[config.mk]
export PLATFORM = sky130hd
export DESIGN_NAME = doraemon_select_engine
export DESIGN_NICKNAME = d
export VERILOG_FILES = /design/src/rtl/doraemon_select_engine.sv
export SDC_FILE = /design/constraint.sdc
export NUM_CORES = 1
export LEC_CHECK = 0
export ABC_CLOCK_PERIOD_IN_PS = 7000
export BUFFER_PORTS_ARGS = -buffer_cell sky130_fd_sc_hd__clkbuf_2
export CAP_MARGIN = 20
export CORE_MARGIN = 1.5
export CORE_UTILIZATION = 35
export CTS_CLUSTER_SIZE = 8
export DETAILED_ROUTE_END_ITERATION = 8
export RECOVER_POWER = 50
export SLEW_MARGIN = 20
export SYNTH_ARGS = -nofsm -noshare
export SYNTH_HDL_FRONTEND = slang
export SYNTH_SLANG_ARGS = --single-unit
[constraint.sdc]
create_clock -name clk1 -period 7 [get_ports clk1]
set_input_delay 1.05 -clock clk1 [delete_from_list [all_inputs] [get_ports clk1]]
set_output_delay 1.05 -clock clk1 [all_outputs]
set_load 0.03 [all_outputs]
[src/rtl/doraemon_select_engine.sv]
// doraemon_select_engine
// Candidate-selection engine in the clk1 domain. Holds SLOTS candidate
// records; every post-fill beat scores all stored slots against the beat's
// weights, emits {winning slot index, winning slot ID} on a valid/ready
// stream, then replaces the winning slot with the incoming candidate.
// The output stream is meant to feed the write side of an async FIFO
// (out_ready = !wfull) towards the clk2 domain.
//
// Optional build macro: SELECT_SCORE_OUT_EN
//   defined   -> adds out_score, the winning score, registered with out_data
//   undefined -> scores are used only for the internal argmax
//
// state | meaning
// FILL  | loading slots 0..SLOTS-1 in order, weights ignored
// IDLE  | all slots loaded, waiting for a post-fill beat
// CALC  | registering the score of every slot
// PICK  | registering the argmax (lowest index wins ties) into the output
// EMIT  | result presented, waiting for out_ready, then winner replaced
module doraemon_select_engine #(
  parameter  int SLOTS = 5,
  parameter  int DW    = 8,
  parameter  int WW    = 3,
  parameter  int IDW   = 5,
  localparam int SELW  = $clog2(SLOTS),
  localparam int PW    = DW + WW + 2
) (
  input  logic                 clk1,
  input  logic                 rst_n,
  input  logic                 clear,
  input  logic                 in_valid,
  output logic                 in_ready,
  input  logic [IDW-1:0]       in_id,
  input  logic [DW-1:0]        in_size,
  input  logic [DW-1:0]        in_iq,
  input  logic [DW-1:0]        in_eq,
  input  logic [WW-1:0]        w_size,
  input  logic [WW-1:0]        w_iq,
  input  logic [WW-1:0]        w_eq,
  output logic                 out_valid,
  input  logic                 out_ready,
  output logic [SELW+IDW-1:0]  out_data,
  output logic                 fill_done
`ifdef SELECT_SCORE_OUT_EN
  ,
  output logic [PW-1:0]        out_score
`endif
);

  typedef enum logic [2:0] {
    S_FILL = 3'd0,
    S_IDLE = 3'd1,
    S_CALC = 3'd2,
    S_PICK = 3'd3,
    S_EMIT = 3'd4
  } state_t;

  state_t state;
  state_t state_nxt;

  logic [IDW-1:0]  slot_id   [SLOTS];
  logic [DW-1:0]   slot_size [SLOTS];
  logic [DW-1:0]   slot_iq   [SLOTS];
  logic [DW-1:0]   slot_eq   [SLOTS];
  logic [PW-1:0]   score     [SLOTS];

  logic [IDW-1:0]  pend_id;
  logic [DW-1:0]   pend_size;
  logic [DW-1:0]   pend_iq;
  logic [DW-1:0]   pend_eq;
  logic [WW-1:0]   wt_size;
  logic [WW-1:0]   wt_iq;
  logic [WW-1:0]   wt_eq;

  logic [SELW-1:0] fill_cnt;
  logic [SELW-1:0] win_idx;
  logic [SELW-1:0] pick_idx;
  logic [IDW-1:0]  pick_id;
  logic [PW-1:0]   pick_score;

  logic            accept;
  logic            fill_last;
  logic            replace;

  assign accept    = in_valid & in_ready;
  assign fill_last = (fill_cnt == SELW'(SLOTS - 1));
  assign replace   = (state == S_EMIT) & out_ready;

  // Weighted score of one slot; operands widened first so nothing overflows.
  function automatic logic [PW-1:0] slot_score(
    input logic [DW-1:0] s,
    input logic [DW-1:0] q,
    input logic [DW-1:0] e,
    input logic [WW-1:0] ws,
    input logic [WW-1:0] wq,
    input logic [WW-1:0] we
  );
    return (PW'(s) * PW'(ws)) + (PW'(q) * PW'(wq)) + (PW'(e) * PW'(we));
  endfunction

  // State register.
  always_ff @(posedge clk1 or negedge rst_n) begin
    if (!rst_n) begin
      state <= S_FILL;
    end else begin
      state <= state_nxt;
    end
  end

  // Next-state logic; clear overrides every transition.
  always_comb begin
    state_nxt = state;
    if (clear) begin
      state_nxt = S_FILL;
    end else begin
      unique case (state)
        S_FILL:  if (accept && fill_last) state_nxt = S_IDLE;
        S_IDLE:  if (accept)              state_nxt = S_CALC;
        S_CALC:                           state_nxt = S_PICK;
        S_PICK:                           state_nxt = S_EMIT;
        S_EMIT:  if (out_ready)           state_nxt = S_IDLE;
        default:                          state_nxt = S_FILL;
      endcase
    end
  end

  // Output decode: beats are only taken while loading or idle.
  always_comb begin
    in_ready = 1'b0;
    if (!clear && (state == S_FILL || state == S_IDLE)) begin
      in_ready = 1'b1;
    end
  end

  // Slot storage: sequential fill, then replacement of the emitted winner.
  always_ff @(posedge clk1 or negedge rst_n) begin
    if (!rst_n) begin
      for (int i = 0; i < SLOTS; i++) begin
        slot_id[i]   <= '0;
        slot_size[i] <= '0;
        slot_iq[i]   <= '0;
        slot_eq[i]   <= '0;
      end
      fill_cnt  <= '0;
      fill_done <= 1'b0;
    end else if (clear) begin
      for (int i = 0; i < SLOTS; i++) begin
        slot_id[i]   <= '0;
        slot_size[i] <= '0;
        slot_iq[i]   <= '0;
        slot_eq[i]   <= '0;
      end
      fill_cnt  <= '0;
      fill_done <= 1'b0;
    end else begin
      for (int i = 0; i < SLOTS; i++) begin
        if (state == S_FILL && accept && fill_cnt == SELW'(i)) begin
          slot_id[i]   <= in_id;
          slot_size[i] <= in_size;
          slot_iq[i]   <= in_iq;
          slot_eq[i]   <= in_eq;
        end else if (replace && win_idx == SELW'(i)) begin
          slot_id[i]   <= pend_id;
          slot_size[i] <= pend_size;
          slot_iq[i]   <= pend_iq;
          slot_eq[i]   <= pend_eq;
        end
      end
      if (state == S_FILL && accept) begin
        fill_cnt <= fill_cnt + SELW'(1);
        if (fill_last) begin
          fill_done <= 1'b1;
        end
      end
    end
  end

  // Pending candidate and weights captured from the post-fill beat.
  always_ff @(posedge clk1 or negedge rst_n) begin
    if (!rst_n) begin
      pend_id   <= '0;
      pend_size <= '0;
      pend_iq   <= '0;
      pend_eq   <= '0;
      wt_size   <= '0;
      wt_iq     <= '0;
      wt_eq     <= '0;
    end else if (clear) begin
      pend_id   <= '0;
      pend_size <= '0;
      pend_iq   <= '0;
      pend_eq   <= '0;
      wt_size   <= '0;
      wt_iq     <= '0;
      wt_eq     <= '0;
    end else if (state == S_IDLE && accept) begin
      pend_id   <= in_id;
      pend_size <= in_size;
      pend_iq   <= in_iq;
      pend_eq   <= in_eq;
      wt_size   <= w_size;
      wt_iq     <= w_iq;
      wt_eq     <= w_eq;
    end
  end

  // Score registers, loaded for every slot in the CALC cycle.
  always_ff @(posedge clk1 or negedge rst_n) begin
    if (!rst_n) begin
      for (int i = 0; i < SLOTS; i++) begin
        score[i] <= '0;
      end
    end else if (clear) begin
      for (int i = 0; i < SLOTS; i++) begin
        score[i] <= '0;
      end
    end else if (state == S_CALC) begin
      for (int i = 0; i < SLOTS; i++) begin
        score[i] <= slot_score(slot_size[i], slot_iq[i], slot_eq[i],
                               wt_size, wt_iq, wt_eq);
      end
    end
  end

  // Argmax over the registered scores; strict compare keeps the lowest index on ties.
  always_comb begin
    pick_idx   = '0;
    pick_id    = slot_id[0];
    pick_score = score[0];
    for (int i = 1; i < SLOTS; i++) begin
      if (score[i] > pick_score) begin
        pick_idx   = SELW'(i);
        pick_id    = slot_id[i];
        pick_score = score[i];
      end
    end
  end

  // Result registers: loaded in PICK, held through EMIT until the handshake.
  always_ff @(posedge clk1 or negedge rst_n) begin
    if (!rst_n) begin
      out_valid <= 1'b0;
      out_data  <= '0;
      win_idx   <= '0;
`ifdef SELECT_SCORE_OUT_EN
      out_score <= '0;
`endif
    end else if (clear) begin
      out_valid <= 1'b0;
      out_data  <= '0;
      win_idx   <= '0;
`ifdef SELECT_SCORE_OUT_EN
      out_score <= '0;
`endif
    end else if (state == S_PICK) begin
      out_valid <= 1'b1;
      out_data  <= {pick_idx, pick_id};
      win_idx   <= pick_idx;
`ifdef SELECT_SCORE_OUT_EN
      out_score <= pick_score;
`endif
    end else if (replace) begin
      out_valid <= 1'b0;
    end
  end

endmodule

==> results of run 1 <==
==> routing by layer <==
layer	vias to the layer above	wire, um	track usage, %
li1	8552	-	-
met1	9372	32800	29.0
met2	640	34200	34.7
met3	172	5550	4.87
met4	0	3500	9.27
met5	-	0	0
==> synthesized netlist by cell type, types with 17 or more instances <==
cell,count,area (um^2)
a21o_1,21,158
a21oi_1,80,400
a22o_1,20,175
and2_1,161,1010
clkbuf_1,119,447
dfrtp_1,264,6610
fa_1,260,5200
ha_1,155,1940
inv_1,289,1080
mux2i_1,154,1540
nand2_1,507,1900
nor2_1,44,165
nor3_1,17,85.1
o21ai_0,78,390
o31ai_1,157,1180
xnor2_1,22,193
xor2_1,17,149
==> repair_timing <==
action	in CTS	in global routing
setup endpoints to repair	8	8
pin swaps	48	25
setup buffers	17	7
resized for setup	69	28
hold endpoints to repair	0	0
cloned	2	0
==> power groups by stage <==
stage	clock [mW]	combinational (mW)	sequential [mW]
final	1.78	0.294	1.60
after CTS	1.80	0.291	1.60
after detailed placement	0	0.283	1.63
after global routing	1.86	0.317	1.61
after floorplan	0	0.158	1.60
after global placement	0	0.277	1.63
==> logic make-up after synthesis <==
family | after synthesis | share of synthesized area (%)
buffers and inverters | 434 | 7.11
AND/OR/NAND/NOR | 800 | 15.1
adder cells (fa/ha/maj) | 415 | 29.7
multiplexers | 157 | 6.60
flip-flops | 264 | 27.5
AO/OA/AOI/OAI | 438 | 12.5
XOR/XNOR | 39 | 1.42
==> worst paths after layout <==
path,endpoint,slack [ns],start
max in group asynchronous,slot_id[15]$_DFFE_PN0P_,1.86,rst_n
setup / recovery,out_data[3]$_DFFE_PN0P_,-0.07,score[63]$_DFFE_PN0P_
hold reg to reg,score[57]$_DFFE_PN0P_,0.48,score[57]$_DFFE_PN0P_
hold / removal,score[57]$_DFFE_PN0P_,0.48,score[57]$_DFFE_PN0P_
min in group asynchronous,slot_iq[28]$_DFFE_PN0P_,1.53,rst_n
setup reg to reg,out_data[3]$_DFFE_PN0P_,-0.07,score[63]$_DFFE_PN0P_
==> final cells by class <==
class	instances	share of cell area, %
Sequential cell	264	24.0
Multi-Input combinational cell	1850	58.9
Timing Repair Buffer	205	5.31
Clock buffer	45	3.62
Clock inverter	4	0.309
Tap cell	873	3.96
Inverter	289	3.93
==> worst max-delay path: cells and delay by family, from the launching register on <==
family	cells	cell delay, ns
DFF	1	0.36
and+or+nand+nor	11	1.79
buffers and inverters	4	0.50
muxes	1	0.22
adders and majority gates	4	1.12
AOI/OAI and AO/OA	18	3.02
==> registers in the layout (all words and copies together) (netlist names), 25 cells and up <==
signal	flops
score	65
slot_eq	40
slot_iq	40
slot_size	40
slot_id	25
==> impl_metrics.csv, run 1 <==
group,metric,value,unit
pwr,ir_drop,0.183,mV
critical_path,path_max_fanout,7,
critical_path,worst_path_most_repeated_cell,"a21oi_2",
placement,port_buffers,53,
route,vias,18700,
synthesis,synth_edf_count,0,
placement,hpwl,57100,um
placement,place_ws,-0.617,ns
pwr,p_per_area,133,nW/um^2
die,rows,95,
finish,layout_common_cells,"nand2_1, inv_1, dfrtp_1",
route,drc,0,
timing,relSlewSlack,-135,%
timing,fmax,0.141,GHz
finish,drive_gt1_share,13.1,%
timing,slew_violations,376,
timing,layout_worst_path_cycle_share,101,%
route,wirelength,76100,um
die,io_pins,54,
timing,finalSetupTns,-0.356,ns
route,avgRoutedWirePerCell,21.6,um
route,vias_per_cell,5.31,
pwr,power,3.68,mW
cts,hold_buffers,0,
cts,path_clk_slew,0.05,ns
pwr,p_int,2.67,mW
pwr,p_leak,12.6,nW
cts,cts.sinks,264,
finish,multiInputGateArea,16200,um^2
pwr,power.switching,1.00,mW
route,drt_iter0_markers,1536,
critical_path,arrival,7.56,ns
grt,grt_usage,21.9,%
run,maxCapViolations,4,
finish,antennaDiodeCount,0,
synthesis,yosysWarningCount,0,
min_path,hold_path_class,"reg -> reg",
timing,worst_pin_slew,3.52,ns
grt,grt_pass1_vias,19600,
critical_path,critical_path_class,"reg -> reg",
timing,fin_hold_ws,0.479,ns
die,core_area,67500,um^2
synthesis,synth_flop_cell,"dfrtp_1",
critical_path,cp-start-kind,"register",
cts,clock_latency,0.58,ns
finish,nFillCells,6643,
pwr,comb_power_share,8.0,%
min_path,worstHoldPathCells,2,
critical_path,slowest_stage,"or3_4",
critical_path,end_kind,"register",
pwr,switching_share,27.3,%
placement,gp_congestion,0.933,
run_status,violations,"capacitance limit, slew limit, setup timing",
pwr,pwr-share-seq,43.7,%
synthesis,syn_area_per_cell,9.43,um^2
cts,cts_tree,"yes",
run_status,status,"finished with violations",
synthesis,synth_nets,3005,
placement,placed_cell_area,25900,um^2
cts,cts_buffer_depth,3,
finish,nNetsFinal,3107,
timing,rsz0062_at_grt,"true",
route,antenna_left,0,
synthesis,syn_area,24000,um^2
grt,grt_pass1_wl,117000,um
cts,htree_levels,2,
finish,regArea,6610,um^2
synthesis,synthCells,2547,
finish,final_common_cell,"nand2_1",
die,die_width,265,um
cts,cts_root_buf,"clkbuf_16",
pwr,pwr-share-clk,48.3,%
die,die_h,265,um
die,dieArea,70200,um^2
timing,fin_crit,7.07,ns
finish,post-route-cell-area,27600,um^2
timing,worst_slack,-0.0750,ns
synthesis,synth-seq-area-share,27.5,%
die,initial_utilization,35.6,%
grt,grt_antenna_before_repair,1,
synthesis,ys_seq_elements,264,
finish,syn_to_final_growth,14.8,%
synthesis,ys_async_sr_fraction,100,%
route,dr.pass1.iters,7,
grt,grt_max_degree,142,
critical_path,required,7.48,ns
timing,hold_violations,0,
critical_path,r2r_cells,38,
synthesis,synth.distinct_cells,60,
timing,fin_skew,0.0397,ns
cts,cts_buffers,39,
finish,fin_cells,3530,
placement,dp.cells,3456,
finish,final_core_util,40.8,%
critical_path,cpPeakStageDelay,0.37,ns
timing,setup_violations,7,
grt,overflow,0,
(Power assumes the default switching activity.)
==> run 2: changes to the inputs <==
--- a/config.mk
+++ b/config.mk
@@ -9,7 +9,7 @@
 export BUFFER_PORTS_ARGS = -buffer_cell sky130_fd_sc_hd__clkbuf_2
 export CAP_MARGIN = 20
 export CORE_MARGIN = 1.5
-export CORE_UTILIZATION = 35
+export CORE_UTILIZATION = 40
 export CTS_CLUSTER_SIZE = 8
 export DETAILED_ROUTE_END_ITERATION = 8
 export RECOVER_POWER = 50
==> run 2 against run 1 <==
  * The flow finishes with violations (capacitance limit, slew limit)
  * Non-clock buffer count down 36
  * Clock power shrank 3%
  * Register-to-register slack gained 0.10 ns
  * Critical path depth increased by 1
  * Sequential power is essentially flat
  * Sequential cell count unchanged
  * Global-route usage rose by 1.4 points
  * Utilization is 5.1 points higher
  * Combinational power is 2% lower
  * Power is 1.9% lower
  * Critical endpoint is now out_data[0]$_DFFE_PN0P_
  * Largest power group unchanged
==> impl_metrics.csv, run 2 (same netlist as run 1, synthesis figures left out) <==
group,metric,value,unit
run_status,status,"finished with violations",
run_status,violations,"capacitance limit, slew limit",
critical_path,cp-startpoint,"score[63]$_DFFE_PN0P_",
pwr,p_leak,12.4,nW
pwr,p_per_area,133,nW/um^2
die,core_area,59200,um^2
run,maxCapViolations,4,
pwr,power.switching,0.958,mW
placement,gp_congestion,0.961,
pwr,ir_drop,0.172,mV
die,initial_utilization,40.6,%
route,vias,18400,
critical_path,critPathBufInv,7,
route,antenna_left,0,
grt,grt_pass1_wl,109000,um
timing,rsz0062_at_grt,"true",
pwr,power,3.61,mW
finish,syn_to_final_growth,13.2,%
min_path,hold_path_class,"reg -> reg",
critical_path,end_kind,"register",
finish,drive_gt1_share,11.7,%
placement,place_ws,-0.293,ns
finish,fin_cells,3393,
grt,grt_antenna_before_repair,2,
die,io_pins,54,
pwr,pwr-share-clk,47.7,%
critical_path,arrival,7.42,ns
die,die_width,248,um
finish,nFillCells,5697,
timing,worst_pin_slew,4.84,ns
pwr,switching_share,26.6,%
cts,clock_latency,0.56,ns
finish,multiInputGateArea,16300,um^2
timing,hold_violations,0,
route,drt_iter0_markers,1226,
die,die_h,248,um
timing,relSlewSlack,-223,%
grt,grt_max_degree,166,
finish,largest_register,"score",
finish,final_common_cell,"nand2_1",
cts,hold_buffers,0,
critical_path,critical_path_class,"reg -> reg",
pwr,pwr-share-seq,44.4,%
grt,grt_pass1_vias,18800,
critical_path,rr_startpoint,"score[63]$_DFFE_PN0P_",
critical_path,cp-start-kind,"register",
cts,cts_root_buf,"clkbuf_16",
critical_path,critPathTopFamily,"compound AO/OA/AOI/OAI gates",
placement,dp.cells,3326,
finish,regArea,6610,um^2
pwr,p_int,2.65,mW
route,avgRoutedWirePerCell,20.7,um
pwr,comb_power_share,8.0,%
timing,setup_violations,0,
timing,fmax,0.143,GHz
timing,worst_slack,0.0284,ns
grt,grt_usage,23.4,%
finish,nNetsFinal,3071,
route,dr.pass1.iters,5,
cts,cts_buffer_depth,3,
route,vias_per_cell,5.41,
critical_path,required,7.45,ns
die,rows,89,
cts,htree_levels,2,
route,wirelength,70300,um
timing,layout_worst_path_cycle_share,99.6,%
finish,layout_common_cells,"nand2_1, inv_1, dfrtp_1",
timing,fin_skew,0.0230,ns
cts,cts.sinks,264,
timing,slew_violations,332,
critical_path,path_max_fanout,7,
min_path,hold_path_startpoint,"slot_id[24]$_DFFE_PN0P_",
finish,antennaDiodeCount,0,
cts,path_clk_slew,0.05,ns
placement,hpwl,52800,um
placement,port_buffers,53,
cts,cts_buffers,39,
timing,fin_crit,6.97,ns
grt,overflow,0,
route,drc,0,
finish,largest_register_ffs,65,
critical_path,cpPeakStageDelay,0.41,ns
critical_path,slowest_stage,"or3_4",
cts,cts_tree,"yes",
die,dieArea,61500,um^2
run 2: final timing paths:
path                                      endpoint  slack, ns  depth (start not counted)
setup / recovery           out_data[0]$_DFFE_PN0P_       0.03                         39
hold / removal             slot_id[24]$_DFFE_PN0P_       0.47                          2
setup reg to reg           out_data[0]$_DFFE_PN0P_       0.03                         39
hold reg to reg            slot_id[24]$_DFFE_PN0P_       0.47                          2
max in group asynchronous    score[64]$_DFFE_PN0P_       1.20                          2
min in group asynchronous  slot_iq[39]$_DFFE_PN0P_       2.45                          1
run 2: metal layers:
layer | GRT usage [%] | wire (um) | vias to the layer above
met5 | 0.159 | 13 | -
met2 | 37.2 | 32000 | 516
met3 | 3.20 | 3860 | 143
met1 | 31.6 | 31000 | 9213
met4 | 10.9 | 3420 | 2
li1 | - | - | 8476
run 2: cell type report:
cell class / count / area share, %
inverter: 289 / 3.99
clock inverter: 4 / 0.129
sequential: 264 / 24.3
timing repair buffer: 169 / 4.49
clock buffer: 44 / 3.74
multi-input combinational: 1850 / 59.8
tap: 773 / 3.56
run 2: metrics by stage:
step	TNS (ns)	util, %	area, um^2	hold slack, ns
2_1_floorplan	0	-	24100	0.441
3_3_place_gp	-0.241	43.1	25500	0.460
3_5_place_dp	-1.77	43.1	25500	0.458
4_1_cts	0	45.5	26900	0.469
5_1_grt	-2.00	45.9	27200	0.495
6_report	0	45.9	27200	0.471
run 2: power groups by stage:
| stage | Combinational [mW] | Sequential [mW] | Clock, mW |
|---|---|---|---|
| final | 0.288 | 1.60 | 1.72 |
| after global routing | 0.311 | 1.60 | 1.80 |
| after CTS | 0.288 | 1.60 | 1.75 |
| after detailed placement | 0.281 | 1.62 | 0 |
| after global placement | 0.277 | 1.62 | 0 |
| after floorplan | 0.158 | 1.60 | 0 |
run 2: worst min-delay path, stage by stage, from the launching register on:
cell     delay, ns
dfrtp_1       0.33
nand2_1       0.05
o31ai_1       0.05
run 2: timing repair:
| action | in CTS | in global routing |
|---|---|---|
| setup endpoints to repair | 8 | 8 |
| buffers inserted | 10 | 7 |
| cloned | 2 | 0 |
| gates resized for setup | 51 | 36 |
| hold endpoints to repair | 0 | 0 |
| pin swaps | 23 | 40 |
==> run 3: changes to the inputs <==
--- a/config.mk
+++ b/config.mk
@@ -12,7 +12,7 @@
 export CORE_UTILIZATION = 40
 export CTS_CLUSTER_SIZE = 8
 export DETAILED_ROUTE_END_ITERATION = 8
-export RECOVER_POWER = 50
+export RECOVER_POWER = 25
 export SLEW_MARGIN = 20
 export SYNTH_ARGS = -nofsm -noshare
 export SYNTH_HDL_FRONTEND = slang
==> run 3 against run 2 <==
  * The flow still finishes with violations (capacitance limit, slew limit)
  * Design area hardly changed
  * Hold slack did not move
  * Power about the same
  * Clock skew about the same
  * Routed wire length barely moved
  * Clock-buffer cell count stayed put
  * Via count about the same
  * Die area is the same
  * Highest routed layer unchanged
==> impl_metrics.csv, run 3 (same netlist as run 1, synthesis figures left out) <==
group,metric,value,unit
run_status,status,"finished with violations",
run_status,violations,"capacitance limit, slew limit",
die,initial_utilization,40.6,%
finish,drive_gt1_share,11.7,%
timing,fmax,0.143,GHz
min_path,hold_path_class,"reg -> reg",
cts,htree_levels,2,
pwr,ir_drop,0.172,mV
cts,path_clk_slew,0.05,ns
grt,grt_usage,23.4,%
critical_path,cpPeakStageDelay,0.41,ns
cts,cts_root_buf,"clkbuf_16",
timing,slew_violations,332,
pwr,pwr-share-seq,44.4,%
route,avgRoutedWirePerCell,20.7,um
timing,worst_slack,0.0285,ns
critical_path,required,7.45,ns
timing,fin_skew,0.0231,ns
pwr,comb_power_share,8.0,%
cts,cts_tree,"yes",
grt,grt_pass1_wl,109000,um
finish,multiInputGateArea,16300,um^2
die,core_area,59200,um^2
pwr,power.switching,0.958,mW
finish,regArea,6610,um^2
grt,grt_pass1_vias,18800,
cts,cts.sinks,264,
finish,fin_cells,3393,
grt,grt_max_degree,166,
cts,hold_buffers,0,
finish,antennaDiodeCount,0,
cts,clock_latency,0.56,ns
placement,hpwl,52800,um
run,maxCapViolations,4,
grt,grt_antenna_before_repair,2,
finish,largest_register_ffs,65,
die,io_pins,54,
route,dr.pass1.iters,5,
grt,overflow,0,
pwr,switching_share,26.6,%
finish,final_common_cell,"nand2_1",
route,antenna_left,0,
timing,setup_violations,0,
route,drc,0,
finish,nFillCells,5696,
timing,fin_crit,6.97,ns
pwr,pwr-share-clk,47.7,%
finish,nNetsFinal,3071,
timing,rsz0062_at_grt,"true",
die,rows,89,
placement,gp_congestion,0.961,
timing,layout_worst_path_cycle_share,99.6,%
critical_path,end_kind,"register",
route,wirelength,70300,um
placement,port_buffers,53,
placement,dp.cells,3326,
timing,worst_pin_slew,4.84,ns
min_path,hold_path_startpoint,"slot_id[24]$_DFFE_PN0P_",
critical_path,arrival,7.42,ns
finish,post-route-cell-area,27200,um^2
route,vias,18300,
die,dieArea,61500,um^2
pwr,p_leak,12.4,nW
pwr,p_int,2.65,mW
die,die_h,248,um
timing,relSlewSlack,-223,%
placement,place_ws,-0.293,ns
critical_path,path_max_fanout,7,
critical_path,cp-start-kind,"register",
pwr,p_per_area,133,nW/um^2
finish,syn_to_final_growth,13.2,%
critical_path,cp-startpoint,"score[63]$_DFFE_PN0P_",
critical_path,critical_path_class,"reg -> reg",
placement,placed_cell_area,25500,um^2
critical_path,slowest_stage,"or3_4",
route,drt_iter0_markers,1226,
cts,cts_buffer_depth,3,
critical_path,rr_startpoint,"score[63]$_DFFE_PN0P_",
finish,largest_register,"score",
finish,layout_common_cells,"nand2_1, inv_1, dfrtp_1",
route,vias_per_cell,5.41,
die,die_width,248,um
cts,cts_buffers,39,
timing,hold_violations,0,
timing,finalSetupTns,0,ns
## run 3: worst paths after layout
path                       slack (ns)  depth (start not counted)                       to
min in group asynchronous        2.45                          1  slot_iq[39]$_DFFE_PN0P_
min                              0.47                          2  slot_id[24]$_DFFE_PN0P_
max                              0.03                         39  out_data[0]$_DFFE_PN0P_
max reg2reg                      0.03                         39  out_data[0]$_DFFE_PN0P_
max in group asynchronous        1.20                          2    score[64]$_DFFE_PN0P_
min reg2reg                      0.47                          2  slot_id[24]$_DFFE_PN0P_
## run 3: power groups by stage
stage | sequential, mW | clock [mW] | combinational (mW)
final | 1.60 | 1.72 | 0.288
after detailed placement | 1.62 | 0 | 0.281
after CTS | 1.60 | 1.75 | 0.288
after floorplan | 1.60 | 0 | 0.158
after global routing | 1.60 | 1.80 | 0.312
after global placement | 1.62 | 0 | 0.277
## run 3: cell type report
class	instances	area share, %
sequential	264	24.3
inverter	289	3.99
clock inverter	4	0.129
tap	773	3.56
clock buffer	44	3.74
multi-input combinational	1850	59.8
timing repair buffer	169	4.49
## run 3: metrics by stage
| stage | utilization [%] | hold WS [ns] | power, mW |
|---|---|---|---|
| floorplan | - | 0.441 | 1.76 |
| global placement | 43.1 | 0.460 | 1.90 |
| detailed placement | 43.1 | 0.458 | 1.90 |
| CTS | 45.5 | 0.469 | 3.63 |
| global route | 45.9 | 0.495 | 3.71 |
| finish | 45.9 | 0.471 | 3.61 |
## run 3: critical path: cells and delay by family, from the launching register on
kind	cells	cell delay, ns
muxes	1	0.21
AOI/OAI and AO/OA	17	2.71
DFF	1	0.36
and+or+nand+nor	10	1.62
adders and majority gates	4	1.15
buffers and inverters	7	0.81
## run 3: metal layers
metal / up-vias / wire, um / global-route usage (%)
li1: 8476 / - / -
met1: 9215 / 31000 / 31.6
met2: 513 / 32000 / 37.2
met3: 143 / 3840 / 3.20
met4: 2 / 3420 / 10.9
met5: - / 13 / 0.159
## run 3: repair_timing
item                                    4_1_cts  5_1_grt
endpoints found under the setup margin        8        8
resized for setup                            51       36
buffers inserted                             10        7
pin swaps                                    23       40
cloned                                        2        0
